==> config.mk <==
export PLATFORM = sky130hd
export DESIGN_NAME = unsigned_mul_add_seq
export DESIGN_NICKNAME = d
export VERILOG_FILES = /design/src/rtl/unsigned_mul_add_seq.sv
export SDC_FILE = /design/constraint.sdc
export NUM_CORES = 1
export LEC_CHECK = 0
export CAP_MARGIN = 30
export CORE_MARGIN = 2
export CORE_UTILIZATION = 55
export CTS_CLUSTER_SIZE = 8
export DETAILED_ROUTE_END_ITERATION = 8
export PLACE_DENSITY = 0.81
export REMOVE_ABC_BUFFERS = 1
export SYNTH_ARGS = -nofsm -noshare
export SYNTH_HDL_FRONTEND = slang
export SYNTH_SLANG_ARGS = --single-unit
==> constraint.sdc <==
create_clock -name clk -period 5.2 [get_ports clk]
set_input_delay 0.78 -clock clk [delete_from_list [all_inputs] [get_ports clk]]
set_output_delay 0.78 -clock clk [all_outputs]
set_load 0.02 [all_outputs]
==> src/rtl/unsigned_mul_add_seq.sv <==
// unsigned_mul_add_seq: sequential shift-and-add recombiner.
// Rebuilds dividend = quot * divisor + rem over W RUN cycles so the divider
// can be checked on chip by round trip.
//
// Optional feature macro: DIVCHK_EN (adds rem_ok / range_err checking;
// without it both ports are tied to 0).
//
// Ports:
//   clk        rising-edge clock
//   rst        synchronous reset, active-high
//   start      request, sampled only in IDLE
//   quot       W-bit quotient operand, captured with start
//   divisor    W-bit divisor operand, captured with start
//   rem        W-bit remainder operand, captured with start
//   busy       high while the multiply is running
//   done       one-cycle pulse when dividend is updated
//   dividend   2W-bit result, held until the next done or reset
//   rem_ok     rem < divisor and divisor != 0 (DIVCHK_EN only)
//   range_err  result does not fit W bits (DIVCHK_EN only)
module unsigned_mul_add_seq #(
  parameter int unsigned W = 4
) (
  input  logic             clk,
  input  logic             rst,
  input  logic             start,
  input  logic [W-1:0]     quot,
  input  logic [W-1:0]     divisor,
  input  logic [W-1:0]     rem,
  output logic             busy,
  output logic             done,
  output logic [2*W-1:0]   dividend,
  output logic             rem_ok,
  output logic             range_err
);

  localparam int unsigned RW = 2 * W;
  localparam int unsigned CW = ($clog2(W) > 0) ? $clog2(W) : 1;

  typedef enum logic [1:0] {
    IDLE = 2'd0,
    RUN  = 2'd1,
    DONE = 2'd2
  } state_t;

  state_t          state_q, state_d;
  logic [RW-1:0]   acc_q, acc_d;
  logic [RW-1:0]   mcand_q, mcand_d;
  logic [W-1:0]    mplier_q, mplier_d;
  logic [CW-1:0]   cnt_q, cnt_d;
  logic            busy_d, done_d;
  logic [RW-1:0]   dividend_d;
`ifdef DIVCHK_EN
  logic            rem_ok_d, range_err_d;
`endif

  // Next-state, datapath and registered-output logic.
  always_comb begin
    state_d    = state_q;
    acc_d      = acc_q;
    mcand_d    = mcand_q;
    mplier_d   = mplier_q;
    cnt_d      = cnt_q;
    busy_d     = 1'b0;
    done_d     = 1'b0;
    dividend_d = dividend;
`ifdef DIVCHK_EN
    rem_ok_d    = rem_ok;
    range_err_d = range_err;
`endif
    case (state_q)
      IDLE: begin
        if (start) begin
          // Seeding acc with rem folds the final addition into the start.
          acc_d    = RW'(rem);
          mcand_d  = RW'(divisor);
          mplier_d = quot;
          cnt_d    = '0;
          busy_d   = 1'b1;
          state_d  = RUN;
`ifdef DIVCHK_EN
          rem_ok_d = (divisor != '0) && (rem < divisor);
`endif
        end
      end
      RUN: begin
        busy_d = 1'b1;
        if (mplier_q[0]) begin
          acc_d = acc_q + mcand_q;
        end
        mcand_d  = mcand_q << 1;
        mplier_d = mplier_q >> 1;
        cnt_d    = cnt_q + CW'(1);
        if (cnt_q == CW'(W - 1)) begin
          // Last partial product: publish the updated accumulator directly.
          busy_d     = 1'b0;
          done_d     = 1'b1;
          dividend_d = acc_d;
          state_d    = DONE;
`ifdef DIVCHK_EN
          range_err_d = |acc_d[RW-1:W];
`endif
        end
      end
      DONE: begin
        state_d = IDLE;
      end
      default: begin
        state_d = IDLE;
      end
    endcase
  end

  // State, datapath and output registers.
  always_ff @(posedge clk) begin
    if (rst) begin
      state_q  <= IDLE;
      acc_q    <= '0;
      mcand_q  <= '0;
      mplier_q <= '0;
      cnt_q    <= '0;
      busy     <= 1'b0;
      done     <= 1'b0;
      dividend <= '0;
    end else begin
      state_q  <= state_d;
      acc_q    <= acc_d;
      mcand_q  <= mcand_d;
      mplier_q <= mplier_d;
      cnt_q    <= cnt_d;
      busy     <= busy_d;
      done     <= done_d;
      dividend <= dividend_d;
    end
  end

`ifdef DIVCHK_EN
  // Divider-legality flags.
  always_ff @(posedge clk) begin
    if (rst) begin
      rem_ok    <= 1'b0;
      range_err <= 1'b0;
    end else begin
      rem_ok    <= rem_ok_d;
      range_err <= range_err_d;
    end
  end
`else
  assign rem_ok    = 1'b0;
  assign range_err = 1'b0;
`endif

endmodule

## Word level (Yosys, flattened, before mapping)

Index checks and enable logic that the tools add are counted.

| word-level totals | value |
|---|---|
| flip-flop bits (word level) | 34 |
| output and inout port bits | 12 |
| logic and storage cells | 37 |
| bits of input ports | 15 |

| cells by class | value |
|---|---|
| eq/ne operators | 4 |
| reduce and logical (&&, ||, !) cells | 6 |
| bitwise logic cells | 1 |
| muxes and demuxes | 16 |
| add/subtract/negate cells | 2 |

Operators by type and width:

| kind | count |
|---|---|
| $pmux W8 S2 | 2 |
| $mux W8 | 3 |
| $add A8 B8 Y8 | 1 |
| $pmux W2 S2 | 2 |
| $pmux W4 S2 | 1 |
| $mux W2 | 3 |
| $reduce_and A2 Y1 | 3 |
| $mux W4 | 1 |
| $ne A2 B2 Y1 const B | 2 |
| $mux W1 | 3 |
| $add A2 B1 Y2 const B | 1 |
| $eq A2 B1 Y1 const B | 1 |
| $eq A2 B2 Y1 const B | 1 |
| $logic_not A2 Y1 | 1 |
| $pmux W1 S2 | 1 |
| $reduce_bool A2 Y1 | 1 |
| $reduce_or A2 Y1 | 1 |
| $not A1 Y1 | 1 |

## Depth between registers and ports, before layout

| logic depth | value |
|---|---|
| word-level depth | 3 |
| gate-level depth with buffers | 8 |
| gate-level depth less buffers | 8 |

## Worst setup path before layout

OpenSTA, ideal clock, no wires.

| path | value |
|---|---|
| path type | register -> register |
| start point | reg mcand_q[0] |
| end point | reg dividend[6] |
| period minus slack after synthesis | 1.692 ns |
| setup slack | 3.508 ns |
| stages on the path, launching flop included | 9 |
| arrival time | 1.601 ns |
| path buffers | 0 |
| data required time | 5.109 ns |
| setup time | 0.091 ns |
| path through | dfxtp_1 -> ha_1 -> inv_1 -> fa_1 -> nor2b_1 -> o2111ai_1 -> nand4b_1 -> xnor2_1 -> a311oi_1 |

| on the way | value |
|---|---|
| longest elaborated chain between the ends | 2 |

RTL lines:

| what | line | RTL |
|---|---|---|
| from (decl) | 47 | `logic [RW-1:0] mcand_q, mcand_d;` |
| from (signal assigned) | 127 | `mcand_q <= mcand_d;` |
| $add A8 B8 Y8 | 88 | `acc_d = acc_q + mcand_q;` |
| $mux W8 | 87 | `if (mplier_q[0]) begin` |
| to (signal assigned) | 132 | `dividend <= dividend_d;` |
| to (decl) | 31 | `output logic [2*W-1:0] dividend,` |

Every way passes these cells.
A chain may end at the register's enable or synchronous reset.

## Worst setup path in the final report

| path | value |
|---|---|
| start point | in start |
| end point | reg cnt_q[1] |

| on the way | value |
|---|---|
| longest elaborated chain between the ends | 2 |

RTL lines:

| what | line | RTL |
|---|---|---|
| from (decl) | 25 | `input logic start,` |
| $ne A2 B2 Y1 (no source line) | - |  |
| $reduce_and A2 Y1 (no source line) | - |  |
| to (signal assigned) | 129 | `cnt_q <= cnt_d;` |
| to (decl) | 49 | `logic [CW-1:0] cnt_q, cnt_d;` |

Every way passes these cells.

==> metrics.md <==
| Metric | Value |
|---|---|
| Worst-margin pin slew | `just under 0.8 ns` |
| Die area | `between 3000 and 4000 um^2` |
| Register bit count reported by yosys | `34` |
| Cell area after synthesis | `about 1700 um^2` |
| WL per Instance | `roughly 14 um` |
| P_leak | `0.768 nW` |
| Post-DP HPWL | `2.61 mm` |
| RR Endpoint | `dividend[6]$_SDFFE_PP0P_` |
| F_max | `452 MHz` |
| Critical path's largest stage delay | `about 0.62 ns` |
| Initial core utilization | `about 58%` |
| Status | `complete, no violations` |
| Post-CTS setup repair buffer count | `0` |
| Ys flop type | `dfxtp_1` |
| Placeable Area | `~3000 um^2` |
| Initial antenna violation count | `0` |
| Synth Area in Compound Gates | `a little over a fifth` |
| Layout area overhead | `16.3%` |
| Pre-antenna DRT Iters | `5` |
| Root Buffer | `clkbuf_4` |
| Critical path's slowest cell | `nor2b_2` |
| Number of synthesized flops with an enable pin | `0` |
| Fin crit share | `a little over two fifths` |
| H-tree Lvls | `2` |
| Crit path launch type | `input port` |
| Simple-gate share of the synthesized area | `17.3%` |
| GRT Util Overall | `approximately a quarter` |
| IO buf count | `24` |
| Hold Crit Depth | `2` |
| Setup Skew | `approximately 0.012 ns` |
| Fin nets | `238` |
| Final TNS setup | `0 ns` |
| Setup slack after layout | `approximately 3 ns` |
| Ys async rst share | `0%` |
| Hold-fix buffer count after cts | `0` |
| Clock sink total | `34` |
| Min Tclk post-route | `between 2 and 2.5 ns` |
| Syn Area/Cell | `8.96 um^2` |
| Crit Path Max Fanout | `14` |
| Antenna diodes | `0` |
| Seq/Total Area, Yosys | `between 30% and 40%` |
| Cell chain of the critical path | `clkdlybuf4s50_1 -> nor2b_2 -> nor2_1 -> a22oi_1 -> nor2_1` |
| Min-delay worst type | `reg2reg` |
| Mux cell area share after synthesis | `between 5 and 6%` |
| Largest net degree at the start of global routing | `37` |
| Global-route wire length before repair | `6.28 mm` |
| Syn Inst Count | `approximately 200` |
| Clock transition at path regs | `about 0.10 ns` |
| DRC | `0` |
| Register-to-register setup slack | `3.18 ns` |
| Vias per cell | `slightly below 6` |
| IO Count | `27` |
| Max cap viols | `0` |
| Max Slew Vio Count | `0` |
| Crit path DAT | `2.44 ns` |
| RSZ-0062 raised after global routing | `no` |
| Buf+Inv Stages, Crit Path | `1` |
| CTS tree | `built` |
| Clock Latency Late Sink | `~0.35 ns` |
| Dpl ws | `approximately 2.6 ns` |
| Via count | `approximately 1500` |
| Routability congestion estimate | `~0.80` |
| Yosys warning count | `0` |
| Crit-path most repeated cell | `nor2_1` |
| Relative slew slack | `about 48%` |
| Unique masters post-synth | `44` |
| Die Height | `~60 um` |
| Final Hold Vio Count | `0` |
| Synth Area in Adders | `6.88%` |
| CP required | `approximately 5.4 ns` |
| Hold Crit Start | `dividend[1]$_SDFFE_PP0P_` |
| Layout cells sized above 1 | `under 10%` |
| Bufs on Longest Clock Path | `2` |
| Vias in the first global route | `approximately 1400` |
| Post-synthesis xor/xnor area fraction | `2.51%` |
| Critical path's top delay family | `simple AND/OR/NAND/NOR gates` |
| Hold path endpoint | `dividend[1]$_SDFFE_PP0P_` |
| Largest family of logic cells by synthesized area | `compound AO/OA/AOI/OAI gates` |
| Pwr Density | `between 200 and 300 nW/um^2` |
| Critical path class | `in2reg` |
| Peak supply drop | `0.185 mV` |
| Post-CTS Resized | `0` |
| Final setup vio count | `0` |
| Worst setup EP type | `register` |
| Worst flop-to-flop path startpoint | `state_q[0]$_SDFFE_PP0P_` |
| Post-route ant nets | `0` |
| Site Rows | `20` |
| Register-to-Register Path Depth | `5` |
| Die X | `60.4 um` |
| GRT overflow | `0` |
| Filler cell count | `approximately 260` |
| Clock buffer count from CTS | `5` |
| Initial drt markers | `39` |
| Routed WL | `3.70 mm` |
==> synthesized netlist by cell type (3+ instances only) <==
cell type	number	area, um^2
nand2b_1	3	18.8
inv_1	7	26.3
clkbuf_1	4	15.0
o21ai_0	4	20.0
nor2_1	30	113
a22oi_1	5	37.5
nor2b_1	5	31.3
a211oi_1	17	128
buf_2	3	15.0
nand2_1	8	30.0
dfxtp_1	34	681
buf_4	4	30.0
a21oi_1	11	55.1
nor3_1	3	15.0
xor2_1	3	26.3
nand3b_1	3	22.5
ha_1	8	100
mux2i_1	9	90.1
==> registers in the layout, summed over array words and instances (netlist names) <==
| name | cells |
|---|---|
| dividend | 8 |
| state_q | 2 |
| cnt_q | 2 |
| acc_q | 8 |
| mcand_q | 8 |
| done | 1 |
| mplier_q | 4 |
| busy | 1 |
==> worst max-delay path by stage <==
stage               startpoint                 endpoint  slack (ns)  cells past startpoint
finish                   start    cnt_q[1]$_SDFFE_PP0P_        2.99                      5
global route             start  mcand_q[7]$_SDFFE_PP0P_        2.82                      5
CTS                      start    cnt_q[1]$_SDFFE_PP0P_        2.99                      5
detailed placement       start    cnt_q[1]$_SDFFE_PP0P_        2.62                      5
global placement         start    cnt_q[1]$_SDFFE_PP0P_        2.75                      5
floorplan                start    acc_q[3]$_SDFFE_PP0P_        3.46                      4
==> area by class of cell <==
cell class | instances | area [um^2] | share of cell area, %
inverter | 7 | 26.3 | 1.29
tap | 44 | 55.1 | 2.71
timing repair buffer | 25 | 248 | 12.2
clock buffer | 8 | 78.8 | 3.88
sequential | 34 | 681 | 33.5
multi-input combinational | 141 | 942 | 46.4
==> routing by layer <==
| metal | vias up | global-route usage, % | part of all wire (%) |
|---|---|---|---|
| met5 | - | 0 | 0 |
| met4 | 0 | 9.52 | 1.3 |
| met3 | 6 | 6.61 | 6.1 |
| met2 | 38 | 39.6 | 50 |
| met1 | 715 | 28.3 | 42 |
| li1 | 734 | - | - |
==> cells in the final DEF (no fill, tap or decap), drive strengths merged, types with 2 or more instances in the layout <==
cell | netlist | final
a21oi | 11 | 11
a211oi | 18 | 18
nor2 | 30 | 30
o32ai | 2 | 2
a32oi | 2 | 2
mux2i | 9 | 9
xor2 | 3 | 3
nand3 | 2 | 2
clkdlybuf4s50 | 0 | 24
clkbuf | 6 | 8
nand3b | 3 | 3
ha | 8 | 8
or3 | 2 | 2
xnor2 | 2 | 2
nand2b | 4 | 4
dfxtp | 34 | 34
a22oi | 5 | 5
o22ai | 2 | 2
inv | 7 | 7
nor3 | 3 | 3
conb | 1 | 2
nand2 | 8 | 8
o21ai | 6 | 6
nor2b | 7 | 7
==> kinds of logic (layout without fill, tap and decap cells) <==
kind of cell               Yosys count  after routing
muxes                                9              9
DFF                                 34             34
and+or+nand+nor                     62             62
other                                1              2
buffers and inverters               21             40
AOI/OAI and AO/OA                   54             54
xor gates and xnor gates             5              5
adders and majority gates            9              9
==> report_power, final <==
| group | switching (mW) | leakage (nW) | internal, mW |
|---|---|---|---|
| combinational | 0.0431 | 0.447 | 0.0363 |
| clock | 0.0913 | 0.0446 | 0.0923 |
| sequential | 0.0130 | 0.277 | 0.271 |
==> tightest hold or removal path: stages, from the launching register on <==
cell,delay (ns)
dfxtp_1,0.32
nand2_1,0.05
a21oi_1,0.05
==> through the flow <==
step | power (mW) | instance area [um^2] | cells | hold WS [ns] | util [%]
6_report | 0.548 | 2030 | 259 | 0.462 | 67.1
5_1_grt | 0.576 | 2030 | 259 | 0.489 | 67.1
4_1_cts | 0.550 | 2030 | 259 | 0.465 | 67.1
3_5_place_dp | 0.368 | 1950 | 251 | 0.451 | 64.5
3_3_place_gp | 0.364 | 1950 | 251 | 0.444 | 64.5
2_1_floorplan | 0.337 | 1650 | 182 | 0.448 | -
(Power assumes the default switching activity.)
